===== src/rtl/transport_tx_buffer_pkg.sv =====
// Shared definitions for the transport TX buffer: FSM states and the
// data-bus codes it shares with control_fsm and data_bus.
package transport_tx_buffer_pkg;

    typedef enum logic [1:0] {
        ST_IDLE   = 2'd0,
        ST_STREAM = 2'd1,
        ST_FLUSH  = 2'd2
    } state_t;

    // d_sel code under which data_bus carries transport data.
    localparam logic [3:0] D_SEL_DATA_CODE = 4'd8;

    // Byte placed on the logical-layer input whenever no data is sent.
    localparam logic [7:0] IDLE_BYTE_DEFAULT = 8'h00;

endpackage


===== src/rtl/transport_tx_buffer_sync_fifo.sv =====
// Synchronous FIFO with extra-MSB pointers for full/empty detection and a
// synchronous flush. Head entry is read combinationally (no fall-through).
module sync_fifo #(
    parameter int WIDTH = 9,
    parameter int DEPTH = 16
) (
    input  logic                   clk,
    input  logic                   reset_n,
    input  logic                   flush,
    input  logic                   push,
    input  logic [WIDTH-1:0]       wdata,
    input  logic                   pop,
    output logic [WIDTH-1:0]       rdata,
    output logic                   full,
    output logic                   empty,
    output logic [$clog2(DEPTH):0] level
);

    localparam int AW = $clog2(DEPTH);
    localparam int PW = AW + 1;

    logic [WIDTH-1:0] mem [DEPTH];
    logic [PW-1:0]    wr_ptr;
    logic [PW-1:0]    rd_ptr;

    always_ff @(posedge clk) begin
        if (!reset_n || flush) begin
            wr_ptr <= '0;
            rd_ptr <= '0;
        end else begin
            if (push) wr_ptr <= wr_ptr + PW'(1);
            if (pop)  rd_ptr <= rd_ptr + PW'(1);
        end
    end

    always_ff @(posedge clk) begin
        if (push && !flush) mem[wr_ptr[AW-1:0]] <= wdata;
    end

    assign rdata = mem[rd_ptr[AW-1:0]];
    assign full  = (wr_ptr[AW-1:0] == rd_ptr[AW-1:0]) && (wr_ptr[AW] != rd_ptr[AW]);
    assign empty = (wr_ptr == rd_ptr);
    assign level = wr_ptr - rd_ptr;

endmodule


===== src/rtl/transport_tx_buffer.sv =====
// Elastic TX byte buffer between transport and logical layer: stores
// packet-delimited bytes and releases a packet once it is complete or deep enough.
module transport_tx_buffer
    import transport_tx_buffer_pkg::*;
#(
    parameter int               DEPTH      = 16,
    parameter int               WIDTH      = 8,
    parameter int               START_TH   = 8,
    parameter logic [WIDTH-1:0] IDLE_BYTE  = WIDTH'(IDLE_BYTE_DEFAULT),
    parameter logic [3:0]       D_SEL_DATA = D_SEL_DATA_CODE
) (
    input  logic                   fsm_clk,
    input  logic                   reset_n,
    input  logic                   tl_valid,
    input  logic [WIDTH-1:0]       tl_data,
    input  logic                   tl_last,
    output logic                   tl_ready,
    input  logic                   tx_lanes_on,
    input  logic [3:0]             d_sel,
    input  logic                   lane_disable,
    output logic [WIDTH-1:0]       transport_layer_data_in,
    output logic                   tx_data_valid,
    output logic                   underflow,
    output logic [$clog2(DEPTH):0] fifo_level,
    output logic [$clog2(DEPTH):0] pkt_count,
    output state_t                 fsm_state
);

    localparam int              CW         = $clog2(DEPTH) + 1;
    localparam logic [CW-1:0]   START_TH_C = CW'(START_TH);

    state_t           state, state_next;
    logic             full, empty;
    logic [WIDTH:0]   head;
    logic             push, pop, consume;
    logic             out_load, out_valid, underflow_next;
    logic [WIDTH-1:0] out_byte;

    // Handshake: a byte transfers on every edge where tl_valid && tl_ready;
    // tl_valid may be held across cycles, tl_ready depends only on registered
    // state plus lane_disable, and a blocked byte must be held stable.
    assign tl_ready = reset_n && !full && !lane_disable;
    assign push     = tl_valid && tl_ready;
    assign consume  = tx_lanes_on && (d_sel == D_SEL_DATA);

    sync_fifo #(
        .WIDTH (WIDTH + 1),
        .DEPTH (DEPTH)
    ) u_fifo (
        .clk     (fsm_clk),
        .reset_n (reset_n),
        .flush   (lane_disable),
        .push    (push),
        .wdata   ({tl_last, tl_data}),
        .pop     (pop),
        .rdata   (head),
        .full    (full),
        .empty   (empty),
        .level   (fifo_level)
    );

    always_comb begin
        state_next     = state;
        pop            = 1'b0;
        out_load       = 1'b0;
        out_byte       = IDLE_BYTE;
        out_valid      = 1'b0;
        underflow_next = 1'b0;
        if (lane_disable) begin
            state_next = ST_FLUSH;
            out_load   = 1'b1;
        end else begin
            case (state)
                ST_IDLE: begin
                    if (consume) begin
                        out_load = 1'b1;
                        if (pkt_count != '0 || fifo_level >= START_TH_C) begin
                            pop        = 1'b1;
                            out_byte   = head[WIDTH-1:0];
                            out_valid  = 1'b1;
                            // A single-byte packet ends on its start cycle.
                            state_next = head[WIDTH] ? ST_IDLE : ST_STREAM;
                        end
                    end
                end
                ST_STREAM: begin
                    if (consume) begin
                        out_load = 1'b1;
                        if (!empty) begin
                            pop       = 1'b1;
                            out_byte  = head[WIDTH-1:0];
                            out_valid = 1'b1;
                            if (head[WIDTH]) state_next = ST_IDLE;
                        end else begin
                            underflow_next = 1'b1;
                        end
                    end
                end
                ST_FLUSH: begin
                    out_load   = 1'b1;
                    state_next = ST_IDLE;
                end
                default: begin
                    out_load   = 1'b1;
                    state_next = ST_IDLE;
                end
            endcase
        end
    end

    always_ff @(posedge fsm_clk) begin
        if (!reset_n) begin
            state                   <= ST_IDLE;
            transport_layer_data_in <= IDLE_BYTE;
            tx_data_valid           <= 1'b0;
            underflow               <= 1'b0;
        end else begin
            state     <= state_next;
            underflow <= underflow_next;
            if (out_load) begin
                transport_layer_data_in <= out_byte;
                tx_data_valid           <= out_valid;
            end
        end
    end

    // Complete packets in storage: counted in on a last push, out on a last pop.
    always_ff @(posedge fsm_clk) begin
        if (!reset_n || lane_disable) begin
            pkt_count <= '0;
        end else begin
            pkt_count <= pkt_count + CW'(push && tl_last) - CW'(pop && head[WIDTH]);
        end
    end

    assign fsm_state = state;

endmodule


===== config.mk =====
export PLATFORM = sky130hd
export DESIGN_NAME = transport_tx_buffer
export DESIGN_NICKNAME = d
export VERILOG_FILES = /design/src/rtl/transport_tx_buffer_pkg.sv /design/src/rtl/transport_tx_buffer_sync_fifo.sv /design/src/rtl/transport_tx_buffer.sv
export SDC_FILE = /design/constraint.sdc
export NUM_CORES = 1
export LEC_CHECK = 0
export CAP_MARGIN = 20
export CORE_ASPECT_RATIO = 1.4
export CORE_MARGIN = 8
export CORE_UTILIZATION = 59
export CTS_BUF_LIST = sky130_fd_sc_hd__clkbuf_16
export DETAILED_ROUTE_END_ITERATION = 8
export PLACE_DENSITY = 0.76
export SYNTH_ARGS = -nofsm -noshare
export SYNTH_HDL_FRONTEND = slang
export SYNTH_SLANG_ARGS = --single-unit

===== constraint.sdc =====
create_clock -name fsm_clk -period 4.3 [get_ports fsm_clk]
set_input_delay 0.86 -clock fsm_clk [delete_from_list [all_inputs] [get_ports fsm_clk]]
set_output_delay 0.86 -clock fsm_clk [all_outputs]
set_load 0.01 [all_outputs]

Yosys cells after proc, flatten, opt, wreduce, memory -nomap -nowiden
Memories as Yosys holds them, arrays and structs flattened. A register that Yosys moved wholly into a read port is not among the register bits.
Index checks and enable logic that the tools add are counted.
{"block": "op_classes", "add_sub_neg": 5, "multipliers": 0, "div_mod_pow": 0, "magnitude_cmp": 1, "eq_ne": 15, "n_shift": 0, "muxes": 28, "bitwise_logic": 3, "n_reduce_logical": 20}
{"operator": "8-bit 2-to-1 mux", "n": 5}
{"operator": "8-bit one-hot mux with 2 select lines", "n": 1}
{"operator": "3-bit != test (second input constant)", "n": 5}
{"operator": "1-bit 2-to-1 mux", "n": 12}
{"operator": "2-bit 2-to-1 mux", "n": 6}
{"operator": "5-bit by 1-bit adder with 5-bit output (second input constant)", "n": 2}
{"operator": "2-bit != test (second input constant)", "n": 5}
{"operator": "5-bit AND reduction", "n": 2}
{"operator": "1-bit logical AND", "n": 8}
{"operator": "4-bit 2-to-1 mux", "n": 2}
{"operator": "5-bit by 1-bit adder with 5-bit output", "n": 1}
{"operator": "5-bit equality test", "n": 1}
{"operator": "5-bit by 4-bit >= comparator with 1-bit output (second input constant)", "n": 1}
{"operator": "5-bit nonzero test", "n": 1}
{"operator": "5-bit by 1-bit subtractor with 5-bit output", "n": 1}
{"operator": "5-bit subtractor", "n": 1}
{"operator": "4-bit equality test", "n": 1}
{"operator": "4-bit equality test (second input constant)", "n": 1}
{"operator": "2-bit one-hot mux with 2 select lines", "n": 1}
{"operator": "2-bit OR reduction", "n": 2}
{"operator": "4-bit OR reduction", "n": 1}
{"operator": "1-bit logical NOT", "n": 3}
{"operator": "1-bit inverter", "n": 3}
{"operator": "2-bit by 1-bit equality test with 1-bit output (second input constant)", "n": 1}
{"operator": "other kinds (4)", "n": 5}
{"block": "word_totals", "ff_bits": 27, "latch_bits": 0, "mem_bits_rw": 144, "rom_bits": 0, "inputBits": 18, "out_inout_bits": 23, "elab_cells": 81, "mem_count": 1}
{"name": "u_fifo.mem", "depth": 16, "word_bits": 9, "read_ports": 1, "rd_clocked_by_memory_dff": 1, "write_ports": 1, "line_no": "transport_tx_buffer_sync_fifo.sv:22", "rtl": "logic [WIDTH-1:0] mem [DEPTH];"}

Longest topological paths before layout
Gate-level depths: netlist of the first run.
{"block": "logic_depth", "depth_word": 9, "ltp_mapped": 17, "mapped_depth_nobuf": 17}

Hierarchy
Synthesis of the first run repeated with hierarchy kept, for this count alone.
{"block": "unflattened", "cells_unflattened": 397, "hier_area_um2": 7101.8}
{"mod": "sync_fifo", "n_inst": 1, "cells_per_inst": 318, "area_per_inst_um2": 6318.6, "seq_area_each_um2": 4604.4}
{"mod": "transport_tx_buffer", "n_inst": 1, "cells_per_inst": 79, "area_per_inst_um2": 783.3, "seq_area_each_um2": 340.3}

Worst setup path before layout of the first run
Ideal clock, no wire load.
{"block": "synth_path", "path_type": "input to register", "from": "input port d_sel[1]", "to": "register pkt_count[4]", "setup_ns": 0.071, "arrival_time_ns": 3.359, "required_ns": 4.229, "setup_slack_ns": 0.871, "path_stages": 12, "path_buffers": 0, "path_cell_list": "or4_4 nor3_1 nand2_1 nor3b_1 ha_1 inv_1 ha_1 fa_1 a21oi_1 nor2_1 or3_1 a21oi_1"}
{"block": "synth_between", "elab_chain_cells": 7, "elab_cells_between_ends": 8, "cone_classes": "add/sub (1); eq/ne (1); mux (4); reduce/logical (2)"}
{"element": "start: declaration", "line_no": "transport_tx_buffer.sv:19", "rtl": "input logic [3:0] d_sel,"}
{"element": "4-bit equality test *", "line_no": "transport_tx_buffer.sv:44", "rtl": "assign consume = tx_lanes_on && (d_sel == D_SEL_DATA);"}
{"element": "1-bit logical AND *", "line_no": "transport_tx_buffer.sv:44"}
{"element": "1-bit 2-to-1 mux, on equally long branches", "line_no": "transport_tx_buffer.sv:87, transport_tx_buffer.sv:75"}
{"element": "1-bit one-hot mux with 2 select lines *", "line_no": "transport_tx_buffer.sv:73", "rtl": "case (state)"}
{"element": "1-bit 2-to-1 mux *", "line_no": "transport_tx_buffer.sv:69", "rtl": "if (lane_disable) begin"}
{"element": "1-bit logical AND *", "line_no": "transport_tx_buffer.sv:132", "rtl": "pkt_count <= pkt_count + CW'(push && tl_last) - CW'(pop && head[WIDTH]);"}
{"element": "5-bit by 1-bit subtractor with 5-bit output *", "line_no": "transport_tx_buffer.sv:132"}
{"element": "end signal: assignment", "line_no": "transport_tx_buffer.sv:132"}
{"element": "end: declaration", "line_no": "transport_tx_buffer.sv:25", "rtl": "output logic [$clog2(DEPTH):0] pkt_count,"}
Every way passes the cells marked *; elsewhere a longest branch is shown, timed or not.
A chain may end at the register's enable or synchronous reset.

==> run metrics, run 1 <==
run status finished clean; Leakage Power 2.73 nW; WP data arrival 3.99 ns; number of failing hold endpoints at the final stage 0; routed vias/inst 6.14; proportion of layout cells with a drive suffix above 1 0.206; number of standard-cell rows in the floorplan 47; vias in the first global route 4,083; crit-path max FO 13; power consumption 3.62 mW; shortest clock period the worst path allows after layout 3.63 ns; multiplexer fraction of the synthesized cell area 0.154; WL/cell 23.5 um; Core Region 11,800 um2; number of buffer and inverter stages on the critical path 1; GR Overflow Total 0; total of endpoints with negative setup slack in the final report 0; post-CTS setup repair buffer count 0; TritonCTS sink count 175; Syn Inst Count 407; Setup Skew 0.00544 ns; count of cell instances traversed by the critical path 11; cell chain of the critical path mux4_2 -> mux4_2 -> nor3b_1 -> ha_1 -> inv_1 -> ha_1 -> fa_1 -> a21oi_1 -> nor2_1 -> or3_1 -> a21oi_1; setup total negative slack 0 ns; max capacitance violation total 0; global router's overall resource usage 0.199; mean area per synthesized cell 17.5 um2; share of the synthesized area in the top cell type 0.607; width of the die 109 um; worst slew margin relative to its limit 0.316; CTS Root Buffer Type sky130_fd_sc_hd__clkbuf_16; RSZ-0062 raised after global routing no; summed instance area of the synthesized netlist 7120 um2; Final Slew Violations 0; number of buffers inserted by hold repair at cts 0; highest clock rate 276 MHz; via total after detailed routing 3,885; largest net degree at the start of global routing 24; Post-synth EDFFs 144; initial antenna violation count 0; number of DRC violations after detailed routing 0; area share of and/or/nand/nor cells after synthesis 0.0553; fraction of synthesized cell area in xor and xnor cells 0.0121; Power per Cell Area 428 nW/um2; Layout Area Growth over Synthesis 19.0%; share of the clock period used by the worst path 0.844; Routability Congestion 0.804; first-pass GRT wire length 23,000 um; top-level I/O count 41; post-synthesis compound-gate area fraction 0.0337; Synthesized Nets 442; count of instances resized after the clock tree is built 0; number of flip-flops and latches in the synthesized netlist 175; total CTS buffers 17; dominant synthesized flop cell sky130_fd_sc_hd__edfxtp_1; number of distinct standard cells referenced by the synthesized netlist 45; crit path capture type register; type of the worst min-delay path register to register; Initial Util 0.603; maximum level of the CTS H-tree 4; count of synthesis-stage warnings from yosys 0; clock tree from TritonCTS yes; family with the most delay on the worst path multiplexers; Post-synth ARST share 0; total inserted antenna cells 0; Detailed Place HPWL 9500 um; port bufs 40; worst supply voltage drop on vdd 0.296 mV; number of nets in the layout 508; FF-to-FF End pkt_count[4]; drt pass-1 iters 4; adder-cell area share of the yosys netlist 0.0320; sequential fraction of the synthesis area 0.694; Least-Margin Pin Slew 1.02 ns; wire length after detailed routing 14,800 um; dominant cell type by area after synthesis sky130_fd_sc_hd__edfxtp_1; number of cells on the worst reg-to-reg path 11; required time worst endpoint 4.66 ns; standard cell with the maximum stage delay on the critical path sky130_fd_sc_hd__dfxtp_2; Skew-Pair Late Insertion Delay 0.43 ns; register clock-pin slew on the reported worst setup and hold paths 0.07 ns; WS Path Type register to register; last element of the critical path pkt_count[4]; iteration-0 DRC count of the detailed router 223; instance count along the most critical hold path 2; largest family of logic cells by synthesized area multiplexers; register-to-register setup slack 0.67 ns; die area 15,900 um2; vertical die dimension 146 um; antenna viol nets, final 0; maximum clock insertion buffer count 2; main area contributors after synthesis sky130_fd_sc_hd__edfxtp_1 61%, sky130_fd_sc_hd__mux4_2 12%, sky130_fd_sc_hd__dfxtp_1 8.7%; longest individual stage delay on the worst path 0.62 ns; startpoint types register
## worst min path at each step
| stage | start | to | slack [ns] |
|---|---|---|---|
| 2_1_floorplan | u_fifo.rd_ptr[3] | register | 0.46 |
| 3_3_place_gp | tx_data_valid | tx_data_valid | 0.45 |
| 3_5_place_dp | tx_data_valid | tx_data_valid | 0.45 |
| 4_1_cts | tx_data_valid | tx_data_valid | 0.46 |
| 5_1_grt | tx_data_valid | tx_data_valid | 0.49 |
| 6_report | tx_data_valid | tx_data_valid | 0.46 |
## registers in the layout, summed over array words and instances, names as in the netlist, named ones only
| name | flops |
|---|---|
| u_fifo.wr_ptr | 5 |
| underflow | 1 |
| transport_layer_data_in | 8 |
| tx_data_valid | 1 |
| u_fifo.rd_ptr | 5 |
| u_fifo.mem | 144 |
| fsm_state | 2 |
| pkt_count | 5 |
## through the flow
stage	hold WS [ns]	utilization	setup slack, ns	cells	area (um2)
after floorplan	0.464	-	0.871	407	7120
after global placement	0.448	0.661	0.362	601	7810
after detailed placement	0.452	0.661	0.259	601	7810
after CTS	0.461	0.717	0.632	633	8480
after global routing	0.486	0.717	0.405	633	8480
final	0.461	0.717	0.673	633	8480
## metal layers
layer | GRT usage | vias to the layer above | routed length [um]
li1 | - | 1726 | -
met1 | 0.233 | 1996 | 5650
met2 | 0.338 | 134 | 7970
met3 | 0.0467 | 29 | 879
met4 | 0.0880 | 0 | 346
met5 | 0 | - | 0
## where the power goes
part / switching, mW / internal [mW]
clock network: 0.626 / 1.09
registers: 0.00242 / 1.84
logic: 0.0433 / 0.0277
## worst register-to-register path: stages, from the launching register on
cell and delay [ns]:
sky130_fd_sc_hd__dfxtp_2 0.62, sky130_fd_sc_hd__mux4_2 0.62, sky130_fd_sc_hd__mux4_2 0.53, sky130_fd_sc_hd__nor3b_1 0.16
sky130_fd_sc_hd__ha_1 0.27, sky130_fd_sc_hd__inv_1 0.04, sky130_fd_sc_hd__ha_1 0.20, sky130_fd_sc_hd__fa_1 0.41
sky130_fd_sc_hd__a21oi_1 0.16, sky130_fd_sc_hd__nor2_1 0.06, sky130_fd_sc_hd__or3_1 0.34, sky130_fd_sc_hd__a21oi_1 0.15
## cell families (layout without fill, tap and decap cells)
group / count (synthesis) / count (layout)
DFF: 175 / 175
and+or+nand+nor: 78 / 78
muxes: 63 / 63
AOI/OAI and AO/OA: 33 / 33
buffers and inverters: 32 / 111
adders and majority gates: 17 / 17
xor gates and xnor gates: 9 / 9
## layout by cell type, fill, tap and decap left out, types with 12 or more instances in the layout
cell / Yosys / routed
sky130_fd_sc_hd__ha_1: 15 / 15
sky130_fd_sc_hd__inv_1: 14 / 15
sky130_fd_sc_hd__mux2i_1: 26 / 26
sky130_fd_sc_hd__edfxtp_1: 144 / 144
sky130_fd_sc_hd__mux4_2: 37 / 37
sky130_fd_sc_hd__buf_4: 0 / 25
sky130_fd_sc_hd__clkdlybuf4s50_1: 0 / 40
sky130_fd_sc_hd__dfxtp_1: 31 / 30
sky130_fd_sc_hd__a21oi_1: 12 / 12
sky130_fd_sc_hd__nand2_1: 12 / 12
sky130_fd_sc_hd__nor2_1: 31 / 31
sky130_fd_sc_hd__clkbuf_16: 0 / 17
## final cells by class
cell class                 count  area (um2)
clock buffer                  17         425
clock inverter                15         239
fill                         737        3340
inverter                      14        52.6
multi-input combinational    200        2040
sequential                   175        4950
tap                          147         184
timing repair buffer          65         588
## cells in the mapped netlist (3+ instances only)
master and count:
sky130_fd_sc_hd__edfxtp_1 144, sky130_fd_sc_hd__mux4_2 37, sky130_fd_sc_hd__dfxtp_1 31, sky130_fd_sc_hd__nor2_1 31, sky130_fd_sc_hd__mux2i_1 26, sky130_fd_sc_hd__ha_1 15, sky130_fd_sc_hd__inv_1 14, sky130_fd_sc_hd__a21oi_1 12
sky130_fd_sc_hd__nand2_1 12, sky130_fd_sc_hd__a32oi_1 8, sky130_fd_sc_hd__buf_2 7, sky130_fd_sc_hd__clkbuf_1 7, sky130_fd_sc_hd__nor3_1 7, sky130_fd_sc_hd__nand2b_1 5, sky130_fd_sc_hd__nand3_1 4, sky130_fd_sc_hd__xnor2_1 4
sky130_fd_sc_hd__xor2_1 4, sky130_fd_sc_hd__and2_1 3, sky130_fd_sc_hd__buf_1 3, sky130_fd_sc_hd__o21ai_0 3
(Power assumes the default switching activity.)
==> run 2, diff against run 1 <==
--- a/config.mk
+++ b/config.mk
@@ -8,10 +8,10 @@
 export CAP_MARGIN = 20
 export CORE_ASPECT_RATIO = 1.4
 export CORE_MARGIN = 8
-export CORE_UTILIZATION = 59
+export CORE_UTILIZATION = 53
 export CTS_BUF_LIST = sky130_fd_sc_hd__clkbuf_16
 export DETAILED_ROUTE_END_ITERATION = 8
-export PLACE_DENSITY = 0.76
+export PLACE_DENSITY = 0.72
 export SYNTH_ARGS = -nofsm -noshare
 export SYNTH_HDL_FRONTEND = slang
 export SYNTH_SLANG_ARGS = --single-unit
==> constraint.sdc (replaced) <==
create_clock -name fsm_clk -period 3.25 [get_ports fsm_clk]
set_input_delay 0.65 -clock fsm_clk [delete_from_list [all_inputs] [get_ports fsm_clk]]
set_output_delay 0.65 -clock fsm_clk [all_outputs]
set_load 0.01 [all_outputs]
==> run 2 against run 1 <==
Net effect:
- maximum frequency up 14%
- combinational power increased by 45%
- global-route usage down 1.7 points
- critical path depth is the same
- final cell count rose by 11%
- largest cell class unchanged
- sequential power is 32% higher
==> run metrics, run 2 (same netlist as run 1, synthesis figures left out) <==
run status finished clean; hold path startpoint tx_data_valid; clock tree from TritonCTS yes; Setup Skew 0.00849 ns (+0.00305 ns); standard cell with the maximum stage delay on the critical path sky130_fd_sc_hd__mux4_2; proportion of total power due to net switching 0.200 (+0.0143); TritonCTS sink count 175 (unchanged); Routability Congestion 0.759 (-5.6%); vertical die dimension 153 um (+4.9%); register-to-register setup slack 0.07 ns (-0.60 ns); wire length after detailed routing 15,100 um (+1.5%); vias in the first global route 4,159 (+1.9%); Least-Margin Pin Slew 0.689 ns (-0.333 ns); Core Region 13,300 um2 (+12%); initial antenna violation count 0 (unchanged); first-pass GRT wire length 23,300 um (+1.1%); Layout Area Growth over Synthesis 22.7%; longest individual stage delay on the worst path 0.52 ns (-0.10 ns); FF-to-FF End pkt_count[4]; Sequential Power Share 0.552 (+0.045); maximum level of the CTS H-tree 4 (unchanged); required time worst endpoint 3.61 ns (-1.05 ns); routed vias/inst 5.61 (-8.5%); flip-flop count of the largest register after layout 144 (unchanged); WS Path Type register to register; Internal 3.52 mW (+19%); number of standard-cell rows in the floorplan 50 (+6.4%); final cell count without fillers 701 (+11%); Setup WS pre-CTS -0.471 ns (-0.730 ns); Skew-Pair Late Insertion Delay 0.42 ns (about the same); cell chain of the critical path mux4_2 -> mux4_2 -> nor3b_4 -> ha_1 -> inv_1 -> ha_2 -> fa_2 -> a21oi_2 -> nor2_1 -> or3_1 -> a21oi_1; total area of multi-input combinational cells 2130 um2 (+4.2%); most used cells in the layout excluding fill and tap cells 144 x sky130_fd_sc_hd__edfxtp_1, 58 x sky130_fd_sc_hd__buf_4, 40 x sky130_fd_sc_hd__clkdlybuf4s50_1; proportion of layout cells with a drive suffix above 1 0.279 (+0.0736); WL/cell 21.5 um (-8.4%); clock network power share 0.425 (-0.048); final core area utilization 0.659 (-0.0582); highest clock rate 315 MHz (+14%); Initial Util 0.537 (-0.0655); total CTS buffers 17 (unchanged); crit-path max FO 7 (-6); worst supply voltage drop on vdd 0.329 mV (+11%); CTS Root Buffer Type sky130_fd_sc_hd__clkbuf_16; top routing layer in use met4; crit path capture type register; shortest clock period the worst path allows after layout 3.18 ns (-0.452 ns); sequential standard cell area 4950 um2 (about the same); antenna viol nets, final 0 (unchanged); die area 17,500 um2 (+9.8%); most frequent cell on the critical path sky130_fd_sc_hd__mux4_2; metal1 wirelength 5930 um (+5.0%); combinational fraction of design power 0.023 (+0.003); WP data arrival 3.53 ns (-0.46 ns); largest net degree at the start of global routing 24 (unchanged); width of the die 114 um (+4.7%); type of the worst min-delay path register to register; startpoint types register; port bufs 40 (unchanged); most common library cell in the layout ignoring fill and taps sky130_fd_sc_hd__edfxtp_1; worst slew margin relative to its limit 0.539 (+0.223); global router's overall resource usage 0.182 (-0.0174); Layout fillers 937 (+27%); Power per Cell Area 504 nW/um2 (+18%); met3 wire length 749 um (-15%); setup total negative slack 0 ns (unchanged); register clock-pin slew on the reported worst setup and hold paths 0.07 ns (about the same); min setup slack post-route 0.0749 ns (-0.598 ns); Leakage Power 2.87 nW (+5.2%); number of cells on the worst reg-to-reg path 11 (unchanged); Final Slew Violations 0 (unchanged); via total after detailed routing 3,936 (+1.3%); number of DRC violations after detailed routing 0 (unchanged); total of endpoints with negative setup slack in the final report 0 (unchanged); top-level I/O count 41 (unchanged); number of buffers inserted by hold repair at cts 0 (unchanged); cell total after placement 662 (+10%); hold worst-path end tx_data_valid; instance count along the most critical hold path 2 (unchanged); number of nets in the layout 541 (+6.5%); iteration-0 DRC count of the detailed router 201 (-9.9%); WL met2 7980 um (+0.23%); max capacitance violation total 0 (unchanged); P_sw 0.879 mW (+31%); total inserted antenna cells 0 (unchanged); GR Overflow Total 0 (unchanged); maximum clock insertion buffer count 2 (unchanged); number of failing hold endpoints at the final stage 0 (unchanged); drt pass-1 iters 4 (unchanged); Detailed Place HPWL 9940 um (+4.6%); share of the clock period used by the worst path 0.977 (+0.133)
[run 2: stage by stage]
| stage | instance area, um2 | power, mW | hold slack (ns) |
|---|---|---|---|
| final | 8740 | 4.40 | 0.459 |
| after global routing | 8740 | 4.52 | 0.486 |
| after CTS | 8670 | 4.43 | 0.461 |
| after detailed placement | 8060 | 2.58 | 0.452 |
| after global placement | 8060 | 2.58 | 0.448 |
| after floorplan | 7130 | 2.51 | 0.464 |
[run 2: worst max-delay path, delay by kind of cell (launching register included)]
family | cells | cell delay, ns
mux | 2 | 1.03
fa+ha+maj | 3 | 0.80
simple gates | 3 | 0.57
flops | 1 | 0.41
compound gates | 2 | 0.24
buf+inv | 1 | 0.04
[run 2: final cells by class]
| class | instances | area share |
|---|---|---|
| timing repair buffer | 98 | 0.0956 |
| sequential | 175 | 0.566 |
| clock buffer | 19 | 0.0544 |
| tap | 182 | 0.0261 |
| clock inverter | 13 | 0.00816 |
| multi-input combinational | 200 | 0.244 |
| inverter | 14 | 0.00601 |
[run 2: how the worst max path moves through the flow]
stage                     startpoint  slack, ns      endpoint
floorplan           u_fifo.wr_ptr[0]       0.03  pkt_count[4]
global placement            d_sel[1]      -0.40  pkt_count[4]
detailed placement          d_sel[1]      -0.47  pkt_count[4]
CTS                         register      0.006  pkt_count[4]
global route        u_fifo.wr_ptr[0]     -0.003  pkt_count[4]
finish                      register       0.07  pkt_count[4]
[run 2: power by group through the flow]
stage          Clock [mW]  Combinational, mW  Sequential [mW]
2_1_floorplan           0             0.0286             2.48
3_3_place_gp            0             0.0975             2.48
3_5_place_dp            0              0.102             2.48
4_1_cts              1.89              0.103             2.43
5_1_grt              1.98              0.111             2.43
6_report             1.87              0.103             2.43
[run 2: what timing repair did]
action                     CTS  global route
resized for setup            8            10
setup endpoints to repair    1             2
setup buffers                4             3
pin swaps                    4             8
[run 2: routing by layer]
| layer | global-route usage | vias to the layer above |
|---|---|---|
| met3 | 0.0509 | 28 |
| met5 | 0 | - |
| li1 | - | 1797 |
| met4 | 0.0738 | 0 |
| met1 | 0.208 | 1993 |
| met2 | 0.313 | 118 |
